<file path="src/rtl/board_scan_pkg.sv">
// Shared types and sizing helpers for the board matrix scanner.
package board_scan_pkg;

    typedef enum logic [1:0] {IDLE, SCAN, EVAL} scan_state_t;

    // Bits needed to hold a count of 0..n-1, never less than one bit.
    function automatic int cnt_width(input int n);
        return (n <= 2) ? 1 : $clog2(n);
    endfunction

endpackage

</file>
<file path="src/rtl/scan_tick_div.sv">
// Row dwell timer: counts 0..TICK_DIV-1 and flags the last cycle of each row.
module scan_tick_div
    import board_scan_pkg::*;
#(
    parameter int TICK_DIV = 300000
) (
    input  logic clk,
    input  logic reset,
    input  logic clear,
    output logic tick
);

    localparam int CW = cnt_width(TICK_DIV);

    logic [CW-1:0] cnt;

    assign tick = (cnt == CW'(TICK_DIV - 1));

    always_ff @(posedge clk) begin
        if (reset || clear) begin
            cnt <= '0;
        end else if (tick) begin
            cnt <= '0;
        end else begin
            cnt <= cnt + CW'(1);
        end
    end

endmodule

</file>
<file path="src/rtl/board_scan_debounce.sv">
// Row-strobed switch matrix scanner that commits the occupancy word only after
// DEB_FRAMES identical frames and flags real changes until acknowledged.
module board_scan_debounce
    import board_scan_pkg::*;
#(
    parameter int ROWS            = 8,
    parameter int COLS            = 8,
    parameter int TICK_DIV        = 300000,
    parameter int DEB_FRAMES      = 3,
    parameter int ROW_ACTIVE_HIGH = 1,
    parameter int COL_ACTIVE_HIGH = 1
) (
    input  logic                 clk,
    input  logic                 reset,
    input  logic                 enable,
    input  logic [COLS-1:0]      col_in,
    input  logic                 ack,
    output logic [ROWS-1:0]      row_out,
    output logic [ROWS*COLS-1:0] layout,
    output logic                 layout_valid,
    output logic                 changed,
    output logic                 frame_done
);

    localparam int RW = cnt_width(ROWS);
    localparam int SW = cnt_width(DEB_FRAMES + 1);
    localparam logic [ROWS-1:0] ROW_IDLE = (ROW_ACTIVE_HIGH != 0) ? '0 : '1;
    localparam logic [COLS-1:0] COL_INV  = (COL_ACTIVE_HIGH != 0) ? '0 : '1;

    scan_state_t               state;
    logic [RW-1:0]             row_idx;
    logic [ROWS-1:0][COLS-1:0] raw;
    logic [ROWS-1:0][COLS-1:0] prev;
    logic [SW-1:0]             stable_cnt;
    logic [SW-1:0]             stable_next;
    logic                      commit;
    logic                      tick;

    function automatic logic [ROWS-1:0] row_drive(input logic [RW-1:0] idx);
        logic [ROWS-1:0] oh;
        oh      = '0;
        oh[idx] = 1'b1;
        return (ROW_ACTIVE_HIGH != 0) ? oh : ~oh;
    endfunction

    scan_tick_div #(
        .TICK_DIV(TICK_DIV)
    ) u_tick (
        .clk  (clk),
        .reset(reset),
        .clear(state != SCAN),
        .tick (tick)
    );

    // Saturating run length of identical frames, including the one just finished.
    always_comb begin
        stable_next = SW'(1);
        if (raw == prev) begin
            stable_next = (stable_cnt >= SW'(DEB_FRAMES)) ? SW'(DEB_FRAMES) : stable_cnt + SW'(1);
        end
    end

    assign commit = (stable_next == SW'(DEB_FRAMES));

    // row_out is loaded with the strobe for the state being entered so it stays registered.
    always_ff @(posedge clk) begin
        if (reset) begin
            state        <= IDLE;
            row_idx      <= '0;
            raw          <= '0;
            prev         <= '0;
            stable_cnt   <= '0;
            layout       <= '0;
            layout_valid <= 1'b0;
            changed      <= 1'b0;
            frame_done   <= 1'b0;
            row_out      <= ROW_IDLE;
        end else begin
            frame_done <= 1'b0;
            if (ack) begin
                changed <= 1'b0;
            end
            case (state)
                IDLE: begin
                    row_out <= ROW_IDLE;
                    if (enable) begin
                        state   <= SCAN;
                        row_idx <= '0;
                        row_out <= row_drive('0);
                    end
                end
                SCAN: begin
                    if (!enable) begin
                        state   <= IDLE;
                        row_out <= ROW_IDLE;
                    end else if (tick) begin
                        raw[row_idx] <= col_in ^ COL_INV;
                        if (row_idx == RW'(ROWS - 1)) begin
                            state   <= EVAL;
                            row_out <= ROW_IDLE;
                        end else begin
                            row_idx <= row_idx + RW'(1);
                            row_out <= row_drive(row_idx + RW'(1));
                        end
                    end
                end
                EVAL: begin
                    if (!enable) begin
                        state   <= IDLE;
                        row_out <= ROW_IDLE;
                    end else begin
                        stable_cnt <= stable_next;
                        prev       <= raw;
                        if (commit) begin
                            layout       <= raw;
                            layout_valid <= 1'b1;
                            if ((raw != layout) || !layout_valid) begin
                                changed <= 1'b1;
                            end
                        end
                        frame_done <= 1'b1;
                        state      <= SCAN;
                        row_idx    <= '0;
                        row_out    <= row_drive('0);
                    end
                end
                default: begin
                    state   <= IDLE;
                    row_out <= ROW_IDLE;
                end
            endcase
        end
    end

endmodule

</file>
<file path="config.mk">
export PLATFORM = sky130hd
export DESIGN_NAME = board_scan_debounce
export DESIGN_NICKNAME = d
export VERILOG_FILES = /design/src/rtl/board_scan_pkg.sv /design/src/rtl/scan_tick_div.sv /design/src/rtl/board_scan_debounce.sv
export SDC_FILE = /design/constraint.sdc
export NUM_CORES = 1
export LEC_CHECK = 0
export CORE_ASPECT_RATIO = 0.6
export CORE_MARGIN = 4
export CORE_UTILIZATION = 30
export DETAILED_ROUTE_END_ITERATION = 6
export SYNTH_ARGS = -nofsm -noshare
export SYNTH_HDL_FRONTEND = slang
export SYNTH_SLANG_ARGS = --single-unit
</file>
<file path="constraint.sdc">
create_clock -name clk -period 2.8 [get_ports clk]
set_input_delay 0.56 -clock clk [delete_from_list [all_inputs] [get_ports clk]]
set_output_delay 0.56 -clock clk [all_outputs]
set_load 0.03 [all_outputs]
</file>
==> qor.csv <==
stage,metric,value,unit
power_and_ir_drop,Comb pwr share,0.023,
global_routing,GR Util All Layers,0.171,
clock_tree,clk slew on worst S/H paths,0.07,ns
synth,Mapped Area,0.0101,mm²
clock_tree,CTS tree,done,
global_routing,initial antenna violation count,1,
hold_path,hold crit path type,reg -> reg,
setup_path,CP peak stage delay,0.46,ns
place,final estimated routing congestion in global placement,0.917,
setup_path,crit start category,flip-flop,
clock_tree,Clock Latency Late Sink,0.52,ns
die,Core ar.,0.0329,mm²
setup_path,CP arrival,3.12,ns
clock_tree,post_cts resized,0,
synth,synthesized net count,1193,
die,Ports,87,
die,Die Width,245,µm
setup_path,Worst R2R Start,raw[63],
synth,post-synth top area cell,dfxtp_1,
power_and_ir_drop,Peak supply drop,0.324,mV
setup_path,critical path's slowest cell,nor4_1,
power_and_ir_drop,Int Power,5.23,mW
clock_tree,Root Buffer,clkbuf_16,
synth,"EDFF count, synth",0,
routing,Detailed Route WL,32300,µm
routing,Starting DRT DRC Count,824,
setup_path,cell family contributing the most delay on the critical path,simple AND/OR/NAND/NOR gates,
setup_path,CP cell instances,"xor2_1, nor4_1, nand4_1, nor4_1, buf_4, and3_4, buf_12, mux2i_1",
power_and_ir_drop,Clock power frac,0.489,
synth,Synth Warn #,0,
setup_path,number of buffers and inverters on the critical path,2,
hold_path,Min-Delay Endpoint,prev[17],
synth,Cells after Synth,1178,
setup_path,r2r endpoint,layout[47],
synth,post-synthesis async set-or-reset flop share,0,
setup_path,Worst R2R Path Depth,8,
synth,register area share after synthesis,0.453,
clock_tree,post-CTS setup buffer count,0,
place,IO buf count,86,
synth,most frequent cell after synthesis,nand2_1,
power_and_ir_drop,P per Cell Area,524,mW/mm²
power_and_ir_drop,Psw,1.46,mW
die,die area,0.0368,mm²
power_and_ir_drop,Flop pwr share,0.488,
setup_path,peak fanout along the critical path,24,
setup_path,"Top cell by count, worst path",nor4_1,
sta,min Tclk post-route,2.67,ns
synth,Synth top area share,0.453,
routing,Antenna Violating Nets Remaining,0,
setup_path,Worst R2R Setup Slack,0.13,ns
setup_path,CP required,3.24,ns
routing,DRC violations left,0,
hold_path,Hold Startpoint,prev[17],
global_routing,vias in the first global route,7894,
clock_tree,H-tree depth,1,
routing,Initial DRT Pass Iterations,5,
sta,Setup-failing EPs final,0,
die,Die Y,150,µm
synth,Area contributors post-synth,"dfxtp_1 45%, mux2i_1 12%, nand2_1 11%",
hold_path,hold path cells,2,
sta,setup TNS,0,ns
clock_tree,clock buffer depth,3,
clock_tree,total CTS buffers,23,
final_layout,share of layout cells above drive strength 1,0.0953,
sta,RSZ-0062 raised after global routing,false,
global_routing,first-pass GRT wire length,48600,µm
sta,period utilization,0.955,
flow_run,Maximum Capacitance Violations,0,
die,Starting Density,0.308,
routing,Vias per Instance,4.81,
sta,worst slew pin tran,0.785,ns
synth,Synth Flop Type,dfxtp_1,
synth,Yosys reg bits,229,
routing,DR vias,8478,
power_and_ir_drop,leakage power,4.82,nW
setup_path,crit path kind,reg -> reg,
power_and_ir_drop,total power,6.69,mW
routing,DR WL/cell,18.3,µm
power_and_ir_drop,switching portion of total power,0.218,
die,Rows,51,
run_status,status,"complete, no violations",
synth,syn_area_per_cell,8.59,µm²
clock_tree,Sink Count,229,
global_routing,largest net degree at the start of global routing,143,
global_routing,total grt overflow,0,
sta,Achievable Freq,0.374,GHz
synth,Post-synth top cells,"307 x nand2_1, 229 x dfxtp_1, 122 x mux2i_1",
clock_tree,post-cts hold buffer count,0,
setup_path,crit path capture type,flip-flop,
sta,Relative slew margins,0.472,
sta,max-slew violation count,0,
final_layout,"Area growth, synth to finish",26.2,%
setup_path,Crit. path cell count,8,
sta,Setup Skew,0.0124,ns
synth,Netlist cell types,44,
sta,Final Hold Vio Count,0,
final_layout,final net count,1312,
place,HPWL Detailed,23300,µm
==> metrics by stage <==
step                      cell area [µm²]  cells  hold WS, ns  utilization  worst slack (ns)
after floorplan                     10100   1178        0.426            -             0.427
after global placement              12000   1722        0.446        0.365            0.0857
after detailed placement            12000   1722        0.453        0.365            0.0524
after CTS                           12800   1761        0.467        0.389             0.219
after global routing                12800   1761        0.482        0.389            0.0947
final                               12800   1762        0.462        0.389             0.125
==> power groups by stage <==
stage	combinational, mW	sequential, mW	clock [mW]
2_1_floorplan	0.0903	3.34	0
3_3_place_gp	0.155	3.34	0
3_5_place_dp	0.156	3.34	0
4_1_cts	0.156	3.26	3.33
5_1_grt	0.166	3.26	3.45
6_report	0.156	3.26	3.27
==> layer usage <==
metal  share of wire  global-route usage
met5               0                   0
met4           0.018              0.0299
met3            0.11              0.0632
met2            0.39               0.234
met1            0.49               0.255
==> worst min-delay path: stages (launching register included) <==
cell	delay (ns)
dfxtp_1	0.31
nand2_1	0.05
a21oi_1	0.05
==> cells in the final DEF, fill, tap and decap left out, types with 10 or more instances in the layout <==
cell type        netlist  final
a21oi_1               84     84
buf_12                 0     11
buf_4                  0     65
clkbuf_16              0     23
clkdlybuf4s50_1        0     85
dfxtp_1              229    229
inv_1                 19     19
mux2i_1              122    122
nand2_1              307    307
nand2b_1              11     11
nand3_1               10     10
nand4_1               16     16
nor2_1                94     94
nor4_1                24     24
xnor2_1               27     27
xor2_1                98     98
==> state kept, by name, indices dropped and copies added, names as in the netlist <==
| signal | cells |
|---|---|
| changed | 1 |
| frame_done | 1 |
| layout | 64 |
| layout_valid | 1 |
| prev | 64 |
| raw | 64 |
| row_idx | 3 |
| row_out | 8 |
| stable_cnt | 2 |
| state | 2 |
| u_tick.cnt | 19 |
==> cell type report <==
type                    instances  area [µm²]
fillers                      3296       20100
well taps                     450         563
clock inverters                 7         113
inverters                      20        77.6
clock buffers                  32         669
flip-flops and latches        229        4580
repair buffers                161        1560
diodes                          1        2.50
multi-input cells             862        5210
==> worst max path at each step <==
stage | start | to | slack, ns
CTS | raw[63] | layout[63] | 0.22
floorplan | u_tick.cnt[0] | raw[0] | 0.43
global placement | enable | raw[33] | 0.09
detailed placement | enable | raw[38] | 0.05
finish | raw[63] | layout[47] | 0.13
global route | raw[63] | layout[1] | 0.09
==> kinds of logic after synthesis <==
kind of cell / share of synthesized area
AO/OA/AOI/OAI: 0.0598
XOR/XNOR: 0.108
adder cells (fa/ha/maj): 0.00371
buffers and inverters: 0.0339
flip-flops: 0.453
multiplexers: 0.121
AND/OR/NAND/NOR: 0.221
Power figures use the tool's default switching activity.
